## src/rtl/uart_tx_fifo.sv

```systemverilog
// rtl/uart_tx_fifo.sv - UART transmitter with a small TX FIFO, oversampled bit timing
// Frames are popped from the FIFO and serialized start/data/parity/stop; tx is registered.
module uart_tx_fifo #(
  parameter int DATA_W     = 8,
  parameter int DEPTH      = 4,
  parameter int OVERSAMPLE = 16,
  parameter int STOP_BITS  = 1
) (
  input  logic                     mclkx16,
  input  logic                     reset,
  input  logic                     write,
  input  logic [DATA_W-1:0]        data,
  input  logic [1:0]               parity_mode,
  output logic                     tx,
  output logic                     txrdy,
  output logic                     busy,
  output logic [$clog2(DEPTH):0]   fifo_level,
  output logic                     overflow
);

  localparam int PW = $clog2(DEPTH);
  localparam int LW = PW + 1;
  localparam int CW = $clog2(OVERSAMPLE);
  localparam logic [LW-1:0] FULL_LVL  = LW'(DEPTH);
  localparam logic [CW-1:0] CNT_LAST  = CW'(OVERSAMPLE - 1);
  localparam logic [3:0]    LAST_DATA = 4'(DATA_W - 1);
  localparam logic [3:0]    LAST_STOP = 4'(STOP_BITS - 1);

  typedef enum logic [2:0] {IDLE, START, DATA, PARITY, STOP} state_t;

  state_t             state;
  logic [DATA_W-1:0]  mem [DEPTH];
  logic [PW-1:0]      wr_ptr;
  logic [PW-1:0]      rd_ptr;
  logic [CW-1:0]      cnt;
  logic [3:0]         bit_idx;
  logic [DATA_W-1:0]  frame;
  logic               par_en;
  logic               par_bit;
  logic [DATA_W-1:0]  head;
  logic               empty;
  logic               full;
  logic               bit_end;
  logic               pop;
  logic               push;

  always_comb begin
    head    = mem[rd_ptr];
    empty   = (fifo_level == '0);
    full    = (fifo_level == FULL_LVL);
    bit_end = (cnt == CNT_LAST);
    // A pop happens either from IDLE or exactly at the end of the last stop period
    pop     = !empty && ((state == IDLE) ||
              ((state == STOP) && bit_end && (bit_idx == LAST_STOP)));
    push    = write && (!full || pop);
  end

  assign txrdy = !full;

  always_ff @(posedge mclkx16) begin
    if (push)
      mem[wr_ptr] <= data;
  end

  always_ff @(posedge mclkx16 or posedge reset) begin
    if (reset) begin
      wr_ptr     <= '0;
      rd_ptr     <= '0;
      fifo_level <= '0;
      overflow   <= 1'b0;
    end else begin
      if (push)
        wr_ptr <= wr_ptr + PW'(1);
      if (pop)
        rd_ptr <= rd_ptr + PW'(1);
      case ({push, pop})
        2'b10:   fifo_level <= fifo_level + LW'(1);
        2'b01:   fifo_level <= fifo_level - LW'(1);
        default: fifo_level <= fifo_level;
      endcase
      overflow <= write && full && !pop;
    end
  end

  always_ff @(posedge mclkx16 or posedge reset) begin
    if (reset) begin
      state   <= IDLE;
      tx      <= 1'b1;
      busy    <= 1'b0;
      cnt     <= '0;
      bit_idx <= '0;
      frame   <= '0;
      par_en  <= 1'b0;
      par_bit <= 1'b0;
    end else if (pop) begin
      state   <= START;
      busy    <= 1'b1;
      tx      <= 1'b0;
      cnt     <= '0;
      bit_idx <= '0;
      frame   <= head;
      par_en  <= ^parity_mode;
      par_bit <= (^head) ^ parity_mode[1];
    end else begin
      if (state != IDLE)
        cnt <= bit_end ? '0 : cnt + CW'(1);
      case (state)
        IDLE: begin
          tx   <= 1'b1;
          busy <= 1'b0;
        end
        START: begin
          if (bit_end) begin
            state <= DATA;
            tx    <= frame[0];
          end
        end
        DATA: begin
          if (bit_end) begin
            frame <= frame >> 1;
            if (bit_idx == LAST_DATA) begin
              bit_idx <= '0;
              if (par_en) begin
                state <= PARITY;
                tx    <= par_bit;
              end else begin
                state <= STOP;
                tx    <= 1'b1;
              end
            end else begin
              bit_idx <= bit_idx + 4'd1;
              tx      <= frame[1];
            end
          end
        end
        PARITY: begin
          if (bit_end) begin
            state <= STOP;
            tx    <= 1'b1;
          end
        end
        STOP: begin
          if (bit_end) begin
            if (bit_idx == LAST_STOP) begin
              state <= IDLE;
              tx    <= 1'b1;
              busy  <= 1'b0;
            end else begin
              bit_idx <= bit_idx + 4'd1;
            end
          end
        end
        default: begin
          state <= IDLE;
          tx    <= 1'b1;
          busy  <= 1'b0;
        end
      endcase
    end
  end

endmodule

```

## config.mk

```make
export PLATFORM = sky130hd
export DESIGN_NAME = uart_tx_fifo
export DESIGN_NICKNAME = d
export VERILOG_FILES = /design/src/rtl/uart_tx_fifo.sv
export SDC_FILE = /design/constraint.sdc
export NUM_CORES = 1
export LEC_CHECK = 0
export CAP_MARGIN = 20
export CORE_ASPECT_RATIO = 0.75
export CORE_MARGIN = 1.5
export CORE_UTILIZATION = 40
export CTS_CLUSTER_DIAMETER = 100
export DETAILED_ROUTE_END_ITERATION = 10
export MAX_ROUTING_LAYER = met4
export SLEW_MARGIN = 20
export SYNTH_ARGS = -nofsm -noshare
export SYNTH_HDL_FRONTEND = slang
export SYNTH_SLANG_ARGS = --single-unit
```

## constraint.sdc

```tcl
create_clock -name mclkx16 -period 2.5 [get_ports mclkx16]
set_clock_uncertainty 0.05 [all_clocks]
set_input_delay 0.5 -clock mclkx16 [delete_from_list [all_inputs] [get_ports mclkx16]]
set_output_delay 0.5 -clock mclkx16 [all_outputs]
set_load 0.005 [all_outputs]
```

# --- After elaboration in Yosys (flattened, before gate mapping) ---
# Memory sizes are Yosys's and may differ from the RTL's.
# Cells that the tools add are included.
word_totals:
  register_bits: 31
  mem_bits_rw: 32
  word_cells: 103
  n_memories: 1
mem_list:
  columns: ["memory", "words", "width", "rd", "rd_ports_with_merged_regs", "write_ports", "line_no", "rtl"]
  rows:
  - ["mem", 4, 8, 1, 0, 1, "32", "logic [DATA_W-1:0] mem [DEPTH];"]
op_classes:
  add_sub_neg: 6
  eq_ne: 18
  muxes: 37
  n_bitwise: 1
  n_reduce_logical: 28
op_table:
  columns: ["operator", "n"]
  rows:
  - ["2-to-1 mux 4 bit", 8]
  - ["2-to-1 mux 3 bit", 8]
  - ["2-to-1 mux 8 bit", 3]
  - ["!= test 3 bit, second input constant", 6]
  - ["one-hot mux 3 bit (5 select lines)", 1]
  - ["2-to-1 mux 1 bit", 13]
  - ["adder 4 x 1 -> 4 bit, second input constant", 2]
  - ["one-hot mux 4 bit (2 select lines)", 1]
  - ["nonzero test 2 bit", 4]
  - ["XOR reduction 8 bit", 1]
  - ["AND reduction 7 bit", 1]
  - ["== test 3 x 2 -> 1 bit, second input constant", 2]
  - ["== test 3 bit, second input constant", 2]
  - ["logical AND 1 bit", 6]
  - ["logical NOT 3 bit", 2]
  - ["one-hot mux 3 bit (2 select lines)", 1]
  - ["nonzero test 3 bit", 2]
  - ["AND reduction 5 bit", 1]
  - ["adder 2 x 1 -> 2 bit, second input constant", 2]
  - ["== test 4 x 3 -> 1 bit, second input constant", 1]
  - ["== test 4 bit, second input constant", 1]
  - ["logical NOT 4 bit", 1]
  - ["one-hot mux 1 bit (4 select lines)", 1]
  - ["AND reduction 4 bit", 1]
  - ["other kinds (16)", 19]

# --- Longest topological paths before layout ---
logic_depth:
  ltp_word: 9
  ltp_mapped: 9
  ltp_nobuf: 9

# --- Worst setup path before layout ---
# No wires, ideal clock.
synth_timing:
  path_kind: "flip-flop to flip-flop"
  from: "reg bit_idx[0]"
  to: "mem mem[2][0], enable pin"
  setup_time_ns: 0.332
  arrival_time_ns: 1.947
  t_required_ns: 2.118
  slack_ns: 0.171
  path_stages_with_launch: 8
  n_path_buf: 0
  path_cell_list: "dfrtp_1 inv_1 ha_1 or3b_2 o21ai_4 a21oi_1 nor2_1 and2_1"
synth_via:
  elab_chain_len: 8
synth_rtl:
  columns: ["element", "line_no", "rtl"]
  rows:
  - ["start, declared", "36", "logic [3:0] bit_idx;"]
  - ["start signal, assigned", "131", "bit_idx <= bit_idx + 4'd1;"]
  - ["start signal, assigned", "149", "bit_idx <= bit_idx + 4'd1;"]
  - ["logical NOT 4 bit", "54", "((state == STOP) && bit_end && (bit_idx == LAST_STOP)));"]
  - ["logical AND 1 bit", "54", null]
  - ["logical OR 1 bit", "53", "pop = !empty && ((state == IDLE) ||"]
  - ["logical AND 1 bit", "53", null]
  - ["logical OR 1 bit", "55", "push = write && (!full || pop);"]
  - ["logical AND 1 bit", "55", null]
  - ["2-to-1 mux 1 bit", "61", "if (push)"]
  - ["2-to-1 mux 1 bit (implied by the code)", "62", "mem[wr_ptr] <= data;"]
  - ["end, declared", "32", null]
# No other way between the ends.

# --- Final worst setup path ---
layout_timing:
  from: "reg bit_idx[1]"
  to: "reg fifo_level[2]"
layout_via:
  elab_chain_len: 8
  elab_cells_between_ends: 10
  cone_classes: "eq/ne (2); mux (1); reduce/logical (7)"
layout_rtl:
  columns: ["element", "line_no", "rtl"]
  rows:
  - ["logical NOT 4 bit (*)", "54", null]
  - ["logical AND 1 bit (*)", "54", null]
  - ["logical OR 1 bit (*)", "53", null]
  - ["logical AND 1 bit (*)", "53", null]
  - ["logical OR 1 bit", "55", null]
  - ["logical AND 1 bit", "55", null]
  - ["== test 2 x 1 -> 1 bit / == test 2 bit (equally long branches)", "76", "case ({push, pop})"]
  - ["one-hot mux 3 bit (2 select lines) / nonzero test 2 bit (equally long branches)", null, null]
  - ["end signal, assigned", "77", "2'b10: fifo_level <= fifo_level + LW'(1);"]
  - ["end signal, assigned", "78", "2'b01: fifo_level <= fifo_level - LW'(1);"]
  - ["end signal, assigned", "79", "default: fifo_level <= fifo_level;"]
  - ["end, declared", "17", "output logic [$clog2(DEPTH):0] fifo_level,"]
# Mark *: on every way between the ends. The rest lies on a longest branch, timed or not.
# A chain may end at the register's enable or synchronous reset.

==> metrics.md <==
| Metric | Value |
|---|---|
| Hold Crit Class | `reg2reg` |
| Routed length per instance | `14.9 µm` |
| Num CTS Buffers | `9` |
| Worst path arrival time | `2.63 ns` |
| Total die area | `8070 µm²` |
| Clock buffer depth | `2` |
| GRT Resource Usage Total | `16.6%` |
| DR vias | `1900` |
| Die Span Y | `78.2 µm` |
| I/O Buffers | `19` |
| Crit path launch type | `flip-flop` |
| Synth area leader | `edfxtp_1` |
| RSZ-0062 raised after global routing | `no` |
| Total power draw | `2.85 mW` |
| GP Congestion | `0.793` |
| Pre-Repair DR Iteration Count | `5` |
| Area contributors post-synth | `edfxtp_1, dfrtp_1, mux2i_1` |
| Syn Area/Cell | `12.7 µm²` |
| Layout Area Growth over Synthesis | `20.6%` |
| Mapped Cells | `238` |
| Routed wire length | `5.65 mm` |
| P_leak | `1.47 nW` |
| Ys async rst share | `49.2%` |
| Hold Path Cell Cnt | `2` |
| Most common cell after layout, fill and taps aside | `edfxtp_1` |
| Die X | `103 µm` |
| Diodes inserted | `0` |
| Largest net degree at the start of global routing | `32` |
| Rows | `27` |
| DRC | `0` |
| Worst Min Path Start | `tx$_DFFE_PP1P_` |
| Slew headroom | `66.2%` |
| Pre-CTS setup slack | `-0.00437 ns` |
| EDFF count, synth | `32` |
| R2r endpoint | `fifo_level[2]$_DFFE_PP0P_` |
| Share of the synthesized area in the top cell type | `31.9%` |
| Peak supply drop | `0.585 mV` |
| Ys flop type | `edfxtp_1` |
| R2r setup slk | `0.09 ns` |
| Core Footprint | `7330 µm²` |
| Boundary Pins | `20` |
| Crit Path Category | `reg2reg` |
| Final period util | `96.3%` |
| Fraction of layout cells with a size suffix above 1 | `15.2%` |
| Worst-margin pin slew | `0.494 ns` |
| Tmin final | `2.41 ns` |
| Nets@finish | `293` |
| Outcome | `completed` |
| Sink Count | `63` |
| Initial Util | `41.1%` |
| Pins Over Slew Limit | `0` |
| Hold Path Sink | `tx$_DFFE_PP1P_` |
| Register bit total from synthesis | `63` |
| Hold Fails Final Rpt | `0` |
| DP Wirelength | `4.10 mm` |
| Initial antenna violation count | `0` |
| H-Tree Depth | `3` |
| Post-cts resize count | `3` |
| Setup violators final | `0` |
| Post-CTS setup buffers | `0` |
| Critical R2R Launch | `bit_idx[1]$_DFFE_PP0P_` |
| Root Driver | `clkbuf_8` |
| Vias/cell | `5.03` |
| Unique masters post-synth | `46` |
| First-pass GRT wire length | `9.58 mm` |
| CP Capture Type | `flip-flop` |
| DRT iter0 DRCs | `113` |
| FF-to-FF path depth | `8` |
| Vias in the first global route | `1895` |
| GR Overflow Total | `0` |
| CTS tree | `yes` |
| Post-route setup slack | `0.0926 ns` |
| Register area share after synthesis | `57.7%` |
| WP data required | `2.72 ns` |
| Worst-path maximum fanout | `4` |
| Syn_nets | `259` |
| Max Cap Violations | `0` |
| Filler instances | `680` |
| Max Clock Freq | `0.415 GHz` |
| Post-Syn Area | `3010 µm²` |
| Antenna-violating nets left | `0` |
| Clk_lat worst skew | `0.35 ns` |
| Clk slew on worst S/H paths | `0.08 ns` |
| Synth warnings | `0` |
| Power Density | `785 nW/µm²` |
| Hold buffer count at CTS | `0` |
| Commonest cells after routing, fill and taps aside | `edfxtp_1, dfrtp_1, nand2_1` |
-- cell families after synthesis --
family          count (synthesis)  synth area share (%)
flops                          63                  57.7
simple gates                   69                  11.3
xor+xnor                       14                  4.78
buf+inv                        20                  2.78
mux                            22                  11.2
compound gates                 42                  8.72
fa+ha+maj                       8                  3.57
-- sequential cells by signal (all words and copies together) (netlist names) --
signal,cells
wr_ptr,2
fifo_level,3
par_en,1
cnt,4
mem,32
frame,8
busy,1
par_bit,1
state,3
rd_ptr,2
bit_idx,4
tx,1
overflow,1
-- critical path, cell delays in order, from the launching register on --
cell and delay, ns:
dfrtp_1 0.41, inv_1 0.07, ha_1 0.15, or3b_4 0.42, o21ai_4 0.18, nand3_1 0.14
fa_1 0.42, o31ai_2 0.29, xor2_1 0.19
-- worst max path at each step --
| stage | endpoint | cells past startpoint | startpoint | slack [ns] |
|---|---|---|---|---|
| 3_3_place_gp | mem[3][4]$_DFFE_PP_ | 7 | bit_idx[1]$_DFFE_PP0P_ | 0.05 |
| 4_1_cts | fifo_level[2]$_DFFE_PP0P_ | 8 | bit_idx[1]$_DFFE_PP0P_ | 0.11 |
| 5_1_grt | fifo_level[2]$_DFFE_PP0P_ | 8 | bit_idx[1]$_DFFE_PP0P_ | 0.02 |
| 3_5_place_dp | fifo_level[2]$_DFFE_PP0P_ | 8 | bit_idx[1]$_DFFE_PP0P_ | -0.004 |
| 6_report | fifo_level[2]$_DFFE_PP0P_ | 8 | bit_idx[1]$_DFFE_PP0P_ | 0.09 |
| 2_1_floorplan | mem[2][0]$_DFFE_PP_ | 7 | bit_idx[0]$_DFFE_PP0P_ | 0.17 |
-- where the power goes --
group	leakage [nW]	total [mW]	switching, mW	internal, mW
sequential	0.672	1.33	0.0746	1.26
combinational	0.681	0.518	0.247	0.271
clock	0.114	1.00	0.429	0.573
-- layer usage --
metal	vias up	GRT usage, %	share of wire (%)
met5	-	-	0
met4	0	4.46	0.78
met3	5	5.61	4.4
met2	40	20.7	42
met1	918	25.4	53
li1	937	-	-
-- Yosys cell counts (2+ instances only) --
cell / count
a211oi_1: 2
a21boi_0: 2
a21oi_1: 6
a31oi_1: 2
and2_1: 6
clkbuf_1: 6
dfrtp_1: 30
edfxtp_1: 32
ha_1: 7
inv_1: 12
mux2i_1: 13
mux4_1: 4
mux4_2: 4
nand2_1: 23
nand2b_1: 5
nand3_1: 7
nor2_1: 13
nor3_1: 2
o21ai_0: 17
o22ai_1: 3
o31ai_1: 4
or3_1: 4
xnor2_1: 9
xor2_1: 3
-- layout make-up --
cell class | instances | area (µm²) | share of cell area, %
clock buffer | 9 | 124 | 3.41
clock inverter | 7 | 104 | 2.86
inverter | 12 | 45.0 | 1.24
multi-input combinational | 155 | 1200 | 33.1
sequential | 63 | 1740 | 47.8
tap | 101 | 126 | 3.48
timing repair buffer | 31 | 293 | 8.06
-- metrics by stage --
| step | area (µm²) | hold WS [ns] | TNS [ns] | instances | utilization, % |
|---|---|---|---|---|---|
| 2_1_floorplan | 3010 | 0.397 | 0 | 238 | - |
| 6_report | 3630 | 0.416 | 0 | 378 | 49.5 |
| 3_3_place_gp | 3390 | 0.412 | 0 | 362 | 46.3 |
| 5_1_grt | 3630 | 0.437 | 0 | 378 | 49.5 |
| 4_1_cts | 3630 | 0.420 | 0 | 378 | 49.5 |
| 3_5_place_dp | 3390 | 0.407 | -0.00437 | 362 | 46.3 |
No activity file was read; power rests on OpenSTA's default activity.
